<file path="config.mk">
export PLATFORM = sky130hd
export DESIGN_NAME = sync_fifo_fwft_flat
export DESIGN_NICKNAME = d
export VERILOG_FILES = /design/src/rtl/sync_fifo_fwft_pkg.sv /design/src/rtl/sync_fifo_fwft_if.sv /design/src/rtl/sync_fifo_fwft_mem.sv /design/src/rtl/sync_fifo_fwft.sv /design/src/flat_wrapper.sv
export SDC_FILE = /design/constraint.sdc
export NUM_CORES = 1
export LEC_CHECK = 0
export CAP_MARGIN = 20
export CORE_ASPECT_RATIO = 0.9
export CORE_MARGIN = 2
export CORE_UTILIZATION = 36
export CTS_BUF_LIST = sky130_fd_sc_hd__clkbuf_16
export DETAILED_ROUTE_END_ITERATION = 8
export PLACE_DENSITY = 0.65
export SLEW_MARGIN = 10
export SYNTH_ARGS = -nofsm -noshare
export SYNTH_HDL_FRONTEND = slang
export SYNTH_SLANG_ARGS = --single-unit
</file>
<file path="constraint.sdc">
create_clock -name clk -period 3.5 [get_ports clk]
set_clock_uncertainty 0.15 [all_clocks]
set_input_delay 0.525 -clock clk [delete_from_list [all_inputs] [get_ports clk]]
set_output_delay 0.525 -clock clk [all_outputs]
set_load 0.02 [all_outputs]
</file>
<file path="src/rtl/sync_fifo_fwft_pkg.sv">
// Sizing helpers for the FIFO family: depth and pointer width derived from the
// address width, plus a constant clog2 used by the parameter checks.
package sync_fifo_fwft_pkg;

  function automatic int clog2_f(input int value);
    int v;
    int result;
    result = 32'sd0;
    v      = value - 32'sd1;
    while (v > 32'sd0) begin
      v      = v >>> 1;
      result = result + 32'sd1;
    end
    return result;
  endfunction

  function automatic int depth_f(input int addr_width);
    return 32'sd1 <<< addr_width;
  endfunction

  // One extra pointer bit distinguishes full from empty when indices match.
  function automatic int ptr_width_f(input int addr_width);
    return addr_width + 32'sd1;
  endfunction

  function automatic bit in_range_f(input int value, input int lo, input int hi);
    return (value >= lo) && (value <= hi);
  endfunction

endpackage

</file>
<file path="src/rtl/sync_fifo_fwft_if.sv">
// Producer/consumer handshake and status bundle of the single-clock FIFO.
interface sync_fifo_fwft_if #(
  parameter int DATA_WIDTH = 8,
  parameter int ADDR_WIDTH = 6
);
  logic                  wr_en;
  logic [DATA_WIDTH-1:0] buf_in;
  logic                  rd_en;
  logic                  clr_err;
  logic [DATA_WIDTH-1:0] buf_out;
  logic                  buf_empty;
  logic                  buf_full;
  logic                  almost_empty;
  logic                  almost_full;
  logic [ADDR_WIDTH:0]   fill_count;
  logic                  overflow;
  logic                  underflow;

  modport master (
    output wr_en, buf_in, rd_en, clr_err,
    input  buf_out, buf_empty, buf_full, almost_empty, almost_full,
           fill_count, overflow, underflow
  );

  modport slave (
    input  wr_en, buf_in, rd_en, clr_err,
    output buf_out, buf_empty, buf_full, almost_empty, almost_full,
           fill_count, overflow, underflow
  );
endinterface

</file>
<file path="src/rtl/sync_fifo_fwft_mem.sv">
// Simple dual-port RAM, one write port and one read port that is either
// registered (enable-gated, reset to zero) or asynchronous.
module sync_fifo_fwft_mem
  import sync_fifo_fwft_pkg::*;
#(
  parameter int DATA_WIDTH = 8,
  parameter int ADDR_WIDTH = 6,
  parameter bit REG_OUT    = 1'b1
) (
  input  logic                  clk,
  input  logic                  rst,
  input  logic                  we,
  input  logic [ADDR_WIDTH-1:0] waddr,
  input  logic [DATA_WIDTH-1:0] wdata,
  input  logic                  re,
  input  logic [ADDR_WIDTH-1:0] raddr,
  output logic [DATA_WIDTH-1:0] rdata
);
  localparam int DEPTH = depth_f(ADDR_WIDTH);

  logic [DATA_WIDTH-1:0] mem_r [DEPTH];
  logic [DATA_WIDTH-1:0] rd_data_r;

  // Storage array; contents are intentionally not reset.
  always_ff @(posedge clk) begin
    if (we) begin
      mem_r[waddr] <= wdata;
    end
  end

  // Registered read port, only advances when a read is accepted.
  always_ff @(posedge clk or posedge rst) begin
    if (rst) begin
      rd_data_r <= '0;
    end else if (re) begin
      rd_data_r <= mem_r[raddr];
    end
  end

  assign rdata = REG_OUT ? rd_data_r : mem_r[raddr];

endmodule

</file>
<file path="src/rtl/sync_fifo_fwft.sv">
// Single-clock FIFO with programmable almost flags, occupancy count, sticky
// error flags and selectable standard / first-word-fall-through read.
module sync_fifo_fwft
  import sync_fifo_fwft_pkg::*;
#(
  parameter int DATA_WIDTH = 8,
  parameter int ADDR_WIDTH = 6,
  parameter int FWFT       = 0,
  parameter int AF_THRESH  = 56,
  parameter int AE_THRESH  = 8
) (
  input logic             clk,
  input logic             rst,
  sync_fifo_fwft_if.slave fifo
);
  localparam int DEPTH = depth_f(ADDR_WIDTH);
  localparam int PW    = ptr_width_f(ADDR_WIDTH);

  if (ADDR_WIDTH < 2) begin : g_chk_aw
    $error("sync_fifo_fwft: ADDR_WIDTH must be at least 2");
  end
  if (!in_range_f(AF_THRESH, 1, DEPTH)) begin : g_chk_af
    $error("sync_fifo_fwft: AF_THRESH must lie in 1..DEPTH");
  end
  if (!in_range_f(AE_THRESH, 0, DEPTH - 1)) begin : g_chk_ae
    $error("sync_fifo_fwft: AE_THRESH must lie in 0..DEPTH-1");
  end
  if (clog2_f(DEPTH + 1) != PW) begin : g_chk_pw
    $error("sync_fifo_fwft: pointer width cannot hold a count of DEPTH");
  end

  localparam logic [PW-1:0] AF_LVL  = PW'(AF_THRESH);
  localparam logic [PW-1:0] AE_LVL  = PW'(AE_THRESH);
  localparam logic [PW-1:0] PTR_ONE = {{(PW-1){1'b0}}, 1'b1};

  logic [PW-1:0]         wr_ptr_r;
  logic [PW-1:0]         rd_ptr_r;
  logic [PW-1:0]         count_r;
  logic                  empty_r;
  logic                  full_r;
  logic                  ae_r;
  logic                  af_r;
  logic                  ovf_r;
  logic                  unf_r;

  logic                  wr_acc_s;
  logic                  rd_acc_s;
  logic [PW-1:0]         wr_ptr_nxt_s;
  logic [PW-1:0]         rd_ptr_nxt_s;
  logic [PW-1:0]         count_nxt_s;
  logic                  empty_nxt_s;
  logic                  full_nxt_s;
  logic                  ovf_nxt_s;
  logic                  unf_nxt_s;
  logic [DATA_WIDTH-1:0] rdata_s;

  // Accept/gating and next-state for pointers, status flags and error flags.
  // Flags are registered from the next pointers, so they equal functions of
  // the registered pointers one cycle later.
  always_comb begin
    wr_acc_s     = fifo.wr_en & ~full_r;
    rd_acc_s     = fifo.rd_en & ~empty_r;
    wr_ptr_nxt_s = wr_ptr_r;
    rd_ptr_nxt_s = rd_ptr_r;
    ovf_nxt_s    = ovf_r;
    unf_nxt_s    = unf_r;

    if (wr_acc_s) begin
      wr_ptr_nxt_s = wr_ptr_r + PTR_ONE;
    end else begin
      wr_ptr_nxt_s = wr_ptr_r;
    end

    if (rd_acc_s) begin
      rd_ptr_nxt_s = rd_ptr_r + PTR_ONE;
    end else begin
      rd_ptr_nxt_s = rd_ptr_r;
    end

    count_nxt_s = wr_ptr_nxt_s - rd_ptr_nxt_s;
    empty_nxt_s = (wr_ptr_nxt_s == rd_ptr_nxt_s);
    full_nxt_s  = (wr_ptr_nxt_s[PW-1] != rd_ptr_nxt_s[PW-1]) &&
                  (wr_ptr_nxt_s[PW-2:0] == rd_ptr_nxt_s[PW-2:0]);

    // A new violation outranks a simultaneous clear.
    if (fifo.wr_en & full_r) begin
      ovf_nxt_s = 1'b1;
    end else if (fifo.clr_err) begin
      ovf_nxt_s = 1'b0;
    end else begin
      ovf_nxt_s = ovf_r;
    end

    if (fifo.rd_en & empty_r) begin
      unf_nxt_s = 1'b1;
    end else if (fifo.clr_err) begin
      unf_nxt_s = 1'b0;
    end else begin
      unf_nxt_s = unf_r;
    end
  end

  // Pointer, occupancy and flag registers.
  always_ff @(posedge clk or posedge rst) begin
    if (rst) begin
      wr_ptr_r <= '0;
      rd_ptr_r <= '0;
      count_r  <= '0;
      empty_r  <= 1'b1;
      full_r   <= 1'b0;
      ae_r     <= 1'b1;
      af_r     <= 1'b0;
      ovf_r    <= 1'b0;
      unf_r    <= 1'b0;
    end else begin
      wr_ptr_r <= wr_ptr_nxt_s;
      rd_ptr_r <= rd_ptr_nxt_s;
      count_r  <= count_nxt_s;
      empty_r  <= empty_nxt_s;
      full_r   <= full_nxt_s;
      ae_r     <= (count_nxt_s <= AE_LVL);
      af_r     <= (count_nxt_s >= AF_LVL);
      ovf_r    <= ovf_nxt_s;
      unf_r    <= unf_nxt_s;
    end
  end

  sync_fifo_fwft_mem #(
    .DATA_WIDTH (DATA_WIDTH),
    .ADDR_WIDTH (ADDR_WIDTH),
    .REG_OUT    (FWFT == 0)
  ) u_mem (
    .clk   (clk),
    .rst   (rst),
    .we    (wr_acc_s),
    .waddr (wr_ptr_r[ADDR_WIDTH-1:0]),
    .wdata (fifo.buf_in),
    .re    (rd_acc_s),
    .raddr (rd_ptr_r[ADDR_WIDTH-1:0]),
    .rdata (rdata_s)
  );

  assign fifo.buf_out      = rdata_s;
  assign fifo.buf_empty    = empty_r;
  assign fifo.buf_full     = full_r;
  assign fifo.almost_empty = ae_r;
  assign fifo.almost_full  = af_r;
  assign fifo.fill_count   = count_r;
  assign fifo.overflow     = ovf_r;
  assign fifo.underflow    = unf_r;

endmodule

</file>
<file path="src/flat_wrapper.sv">
// flat-port wrapper written by rule: the top's interface ports become plain ports
module sync_fifo_fwft_flat import sync_fifo_fwft_pkg::*;
#(
  parameter int DATA_WIDTH = 8,
  parameter int ADDR_WIDTH = 6,
  parameter int FWFT       = 0,
  parameter int AF_THRESH  = 56,
  parameter int AE_THRESH  = 8
)
  (clk, rst, fifo_wr_en, fifo_buf_in, fifo_rd_en, fifo_clr_err, fifo_buf_out, fifo_buf_empty, fifo_buf_full, fifo_almost_empty, fifo_almost_full, fifo_fill_count, fifo_overflow, fifo_underflow);
  sync_fifo_fwft_if #(.DATA_WIDTH(DATA_WIDTH), .ADDR_WIDTH(ADDR_WIDTH)) fifo_i ();
  input logic clk;
  input logic rst;
  input wire logic [$bits(fifo_i.wr_en)-1:0] fifo_wr_en;
  input wire logic [$bits(fifo_i.buf_in)-1:0] fifo_buf_in;
  input wire logic [$bits(fifo_i.rd_en)-1:0] fifo_rd_en;
  input wire logic [$bits(fifo_i.clr_err)-1:0] fifo_clr_err;
  output wire logic [$bits(fifo_i.buf_out)-1:0] fifo_buf_out;
  output wire logic [$bits(fifo_i.buf_empty)-1:0] fifo_buf_empty;
  output wire logic [$bits(fifo_i.buf_full)-1:0] fifo_buf_full;
  output wire logic [$bits(fifo_i.almost_empty)-1:0] fifo_almost_empty;
  output wire logic [$bits(fifo_i.almost_full)-1:0] fifo_almost_full;
  output wire logic [$bits(fifo_i.fill_count)-1:0] fifo_fill_count;
  output wire logic [$bits(fifo_i.overflow)-1:0] fifo_overflow;
  output wire logic [$bits(fifo_i.underflow)-1:0] fifo_underflow;
  assign fifo_i.wr_en = fifo_wr_en;
  assign fifo_i.buf_in = fifo_buf_in;
  assign fifo_i.rd_en = fifo_rd_en;
  assign fifo_i.clr_err = fifo_clr_err;
  assign fifo_buf_out = fifo_i.buf_out;
  assign fifo_buf_empty = fifo_i.buf_empty;
  assign fifo_buf_full = fifo_i.buf_full;
  assign fifo_almost_empty = fifo_i.almost_empty;
  assign fifo_almost_full = fifo_i.almost_full;
  assign fifo_fill_count = fifo_i.fill_count;
  assign fifo_overflow = fifo_i.overflow;
  assign fifo_underflow = fifo_i.underflow;
  sync_fifo_fwft #(.DATA_WIDTH(DATA_WIDTH), .ADDR_WIDTH(ADDR_WIDTH), .FWFT(FWFT), .AF_THRESH(AF_THRESH), .AE_THRESH(AE_THRESH)) u_core (.clk(clk), .rst(rst), .fifo(fifo_i));
endmodule
</file>
==> impl_metrics.json <==
{
  "place_congestion": 0.822,
  "ys.flop_type": "edfxtp_1",
  "cts_resized": 0,
  "ant_nets": 0,
  "post-route-min-period_ns": 3.18,
  "cp_max_fo": 11,
  "synth_area_leaders": "edfxtp_1 72%, mux4_2 17%, dfrtp_1 3.8%, nor2_1 1.3%, a211oi_1 0.56%",
  "first_pass_iters": 7,
  "post_cts_buffers": 0,
  "fin_area_sq_um": 25000,
  "p_seq_share_pct": 40.4,
  "worstSetupPathType": "reg -> reg",
  "p_comb_share_pct": 33.1,
  "numCtsBuffers": 52,
  "initial_utilization_pct": 36.6,
  "clkSinkCount": 547,
  "finalSetupViolCount": 0,
  "required_ns": 3.80,
  "critical_path_arrival_ns": 3.48,
  "syn_to_final_growth_pct": 16.6,
  "drt_wl_total_um": 47400,
  "yosys_warnings": 0,
  "maxSlewHeadroom_pct": 37.8,
  "tritoncts": "built",
  "row_count": 84,
  "grt_first_pass_wirelength_um": 70500,
  "powerDensity_nw_per_um2": 782,
  "yosys.area.top_type": "edfxtp_1",
  "grt_usage_pct": 15.6,
  "grt_max_degree": 65,
  "ys_async_sr_fraction_pct": 6.40,
  "fin_crit_sh_pct": 90.8,
  "p_total_mw": 19.6,
  "hpwl_um": 30100,
  "drv_cap": 0,
  "dieArea_sq_um": 61600,
  "clkPwrFrac_pct": 26.5,
  "syn_nets": 1008,
  "net-switching-power_mw": 6.00,
  "pin_count": 34,
  "dpl_cell_area_sq_um": 23400,
  "hp-class": "in -> async",
  "power_leakage_nw": 8.14,
  "clk_latency_ns": 0.59,
  "die_height_um": 236,
  "ys_ff_latch": 547,
  "hold_viol": 0,
  "synth_area_sq_um": 21500,
  "fin_ws_ns": 0.322,
  "port_buffers": 33,
  "final_util_pct": 42.7,
  "synth_cell_type_count": 46,
  "synth_edf_count": 512,
  "vias_per_cell": 5.34,
  "yosysSeqAreaShare_pct": 75.7,
  "worst_slew_pin_slew_ns": 0.932,
  "root_buffer": "clkbuf_16",
  "ir_drop_mv": 0.390,
  "coreArea_sq_um": 58600,
  "htreeDepth": 2,
  "route.detailed.drc": 0,
  "p_int_mw": 13.6,
  "diodes": 0,
  "pre_cts_ws_ns": -0.216,
  "outcome": "finished, final reports clean",
  "critPathLaunchType": "register",
  "drive_above_1_share_pct": 30.9,
  "switching_share_pct": 30.7,
  "nets": 1165,
  "grt_pass1_vias": 10600,
  "hold_slack_ns": 0.0559,
  "reg2reg_depth": 10,
  "avgSynthCellArea_sq_um": 21.7,
  "chipWidth_um": 261,
  "path_clk_slew_ns": 0.06,
  "drtIter0Drc": 1106,
  "clock_path_buffers": 3,
  "wl_per_cell_um": 24.2,
  "max_freq_mhz": 315,
  "end_kind": "register",
  "antenna_found_initial": 3,
  "syn_inst": 990,
  "r2r_slack_ns": 0.32,
  "vias": 10500,
  "postCtsHoldBufs": 0,
  "drv_slew": 0,
  "fillCellCount": 5032,
  "grt_overflow": 0,
  "synth_top_area_share_pct": 71.6,
  "grt_setup_unrepaired": "no"
}
-- final timing paths --
kind / startpoint / end
hold reg to reg: u_core.fifo.underflow / u_core.fifo.underflow
setup reg to reg: u_core.rd_ptr_r[0] / u_core.fifo.almost_empty
setup / recovery: u_core.rd_ptr_r[0] / u_core.fifo.almost_empty
max in group asynchronous: rst / u_core.wr_ptr_r[3]
hold / removal: rst / u_core.fifo.fill_count[6]
min in group clk: fifo_buf_in[6] / u_core.u_mem.mem_r[3][6]
-- worst max-delay path, stage by stage, from the launching register on --
cell	delay, ns
dfrtp_4	0.60
ha_1	0.25
nand3b_1	0.17
buf_4	0.16
xor2_1	0.29
inv_1	0.12
maj3_1	0.40
o21ai_0	0.20
a21oi_1	0.11
xnor2_1	0.14
a2111oi_0	0.44
-- final cells by class --
type | count | area, sq um | share of cell area [%]
clock buffers | 53 | 1330 | 5.30
clock inverters | 40 | 214 | 0.855
inverters | 16 | 60.1 | 0.240
multi-input cells | 379 | 4900 | 19.6
flip-flops and latches | 547 | 16300 | 65.0
well taps | 774 | 968 | 3.87
repair buffers | 151 | 1280 | 5.10
-- cells by family (layout without fill, tap and decap cells) --
| kind of cell | Yosys count | count (layout) | share of synthesized area, % |
|---|---|---|---|
| DFF | 547 | 547 | 75.7 |
| muxes | 175 | 175 | 17.5 |
| buffers and inverters | 64 | 260 | 1.41 |
| xor gates and xnor gates | 13 | 13 | 0.531 |
| AOI/OAI and AO/OA | 43 | 43 | 1.39 |
| adders and majority gates | 7 | 7 | 0.420 |
| and+or+nand+nor | 141 | 141 | 3.03 |
-- cell usage in the layout (no fill, tap or decap), types with 3 or more instances in the layout --
master,instances
dfrtp_4,3
buf_2,6
or3_1,4
o211ai_1,3
nor2b_1,11
clkinv_2,9
edfxtp_1,512
nand2_1,19
mux2_2,7
or2_2,3
dfrtp_1,29
clkbuf_16,53
nand3b_1,6
nor3_1,5
mux4_2,159
buf_12,6
clkdlybuf4s50_1,25
inv_1,31
mux2i_1,9
a211oi_1,16
a21oi_1,5
nand3_1,7
nor2_1,74
o21ai_0,8
ha_1,4
clkinv_1,14
xor2_1,4
xnor2_1,9
buf_4,113
-- flip-flops by register name, indices dropped and copies added (netlist names) --
| register | count |
|---|---|
| u_core.fifo.almost_full | 1 |
| u_core.fifo.overflow | 1 |
| u_core.u_mem.mem_r | 512 |
| u_core.fifo.fill_count | 7 |
| u_core.fifo.almost_empty | 1 |
| u_core.u_mem.rdata | 8 |
| u_core.fifo.buf_empty | 1 |
| u_core.rd_ptr_r | 7 |
| u_core.fifo.underflow | 1 |
| u_core.wr_ptr_r | 7 |
| u_core.fifo.buf_full | 1 |
-- through the flow --
step	instances	setup TNS [ns]
3_5_place_dp	1866	-0.428
6_report	1960	0
5_1_grt	1960	0
3_3_place_gp	1866	-0.160
2_1_floorplan	990	0
4_1_cts	1959	0
-- Yosys cell counts (all sizes together) (3+ instances only) --
cell type and instances:
nand3b 6, xnor2 9, nor2b 11, mux4 159, ha 4, o211ai 3, nor3 5, or2 3
buf 29, nand2 19, mux2 7, nand3 7, a211oi 16, mux2i 9, clkbuf 19, nor2 74
edfxtp 512, a21oi 5, or3 4, dfrtp 33, xor2 4, inv 16, o21ai 8
-- power by group through the flow --
stage / clock (mW) / sequential, mW / combinational [mW]
6_report: 5.18 / 7.90 / 6.48
4_1_cts: 5.29 / 7.89 / 6.55
3_3_place_gp: 0 / 8.00 / 6.49
2_1_floorplan: 0 / 7.93 / 4.23
5_1_grt: 5.55 / 7.92 / 6.93
3_5_place_dp: 0 / 8.02 / 6.54
-- layer usage --
| layer | part of all wire, % | wire length (um) | GRT usage [%] |
|---|---|---|---|
| met5 | 0 | 0 | 0 |
| met4 | 2.0 | 930 | 4.08 |
| met3 | 6.6 | 3110 | 2.51 |
| met2 | 45 | 21400 | 22.8 |
| met1 | 46 | 22000 | 24.3 |
Note: power is estimated with default switching activity, not from simulation.
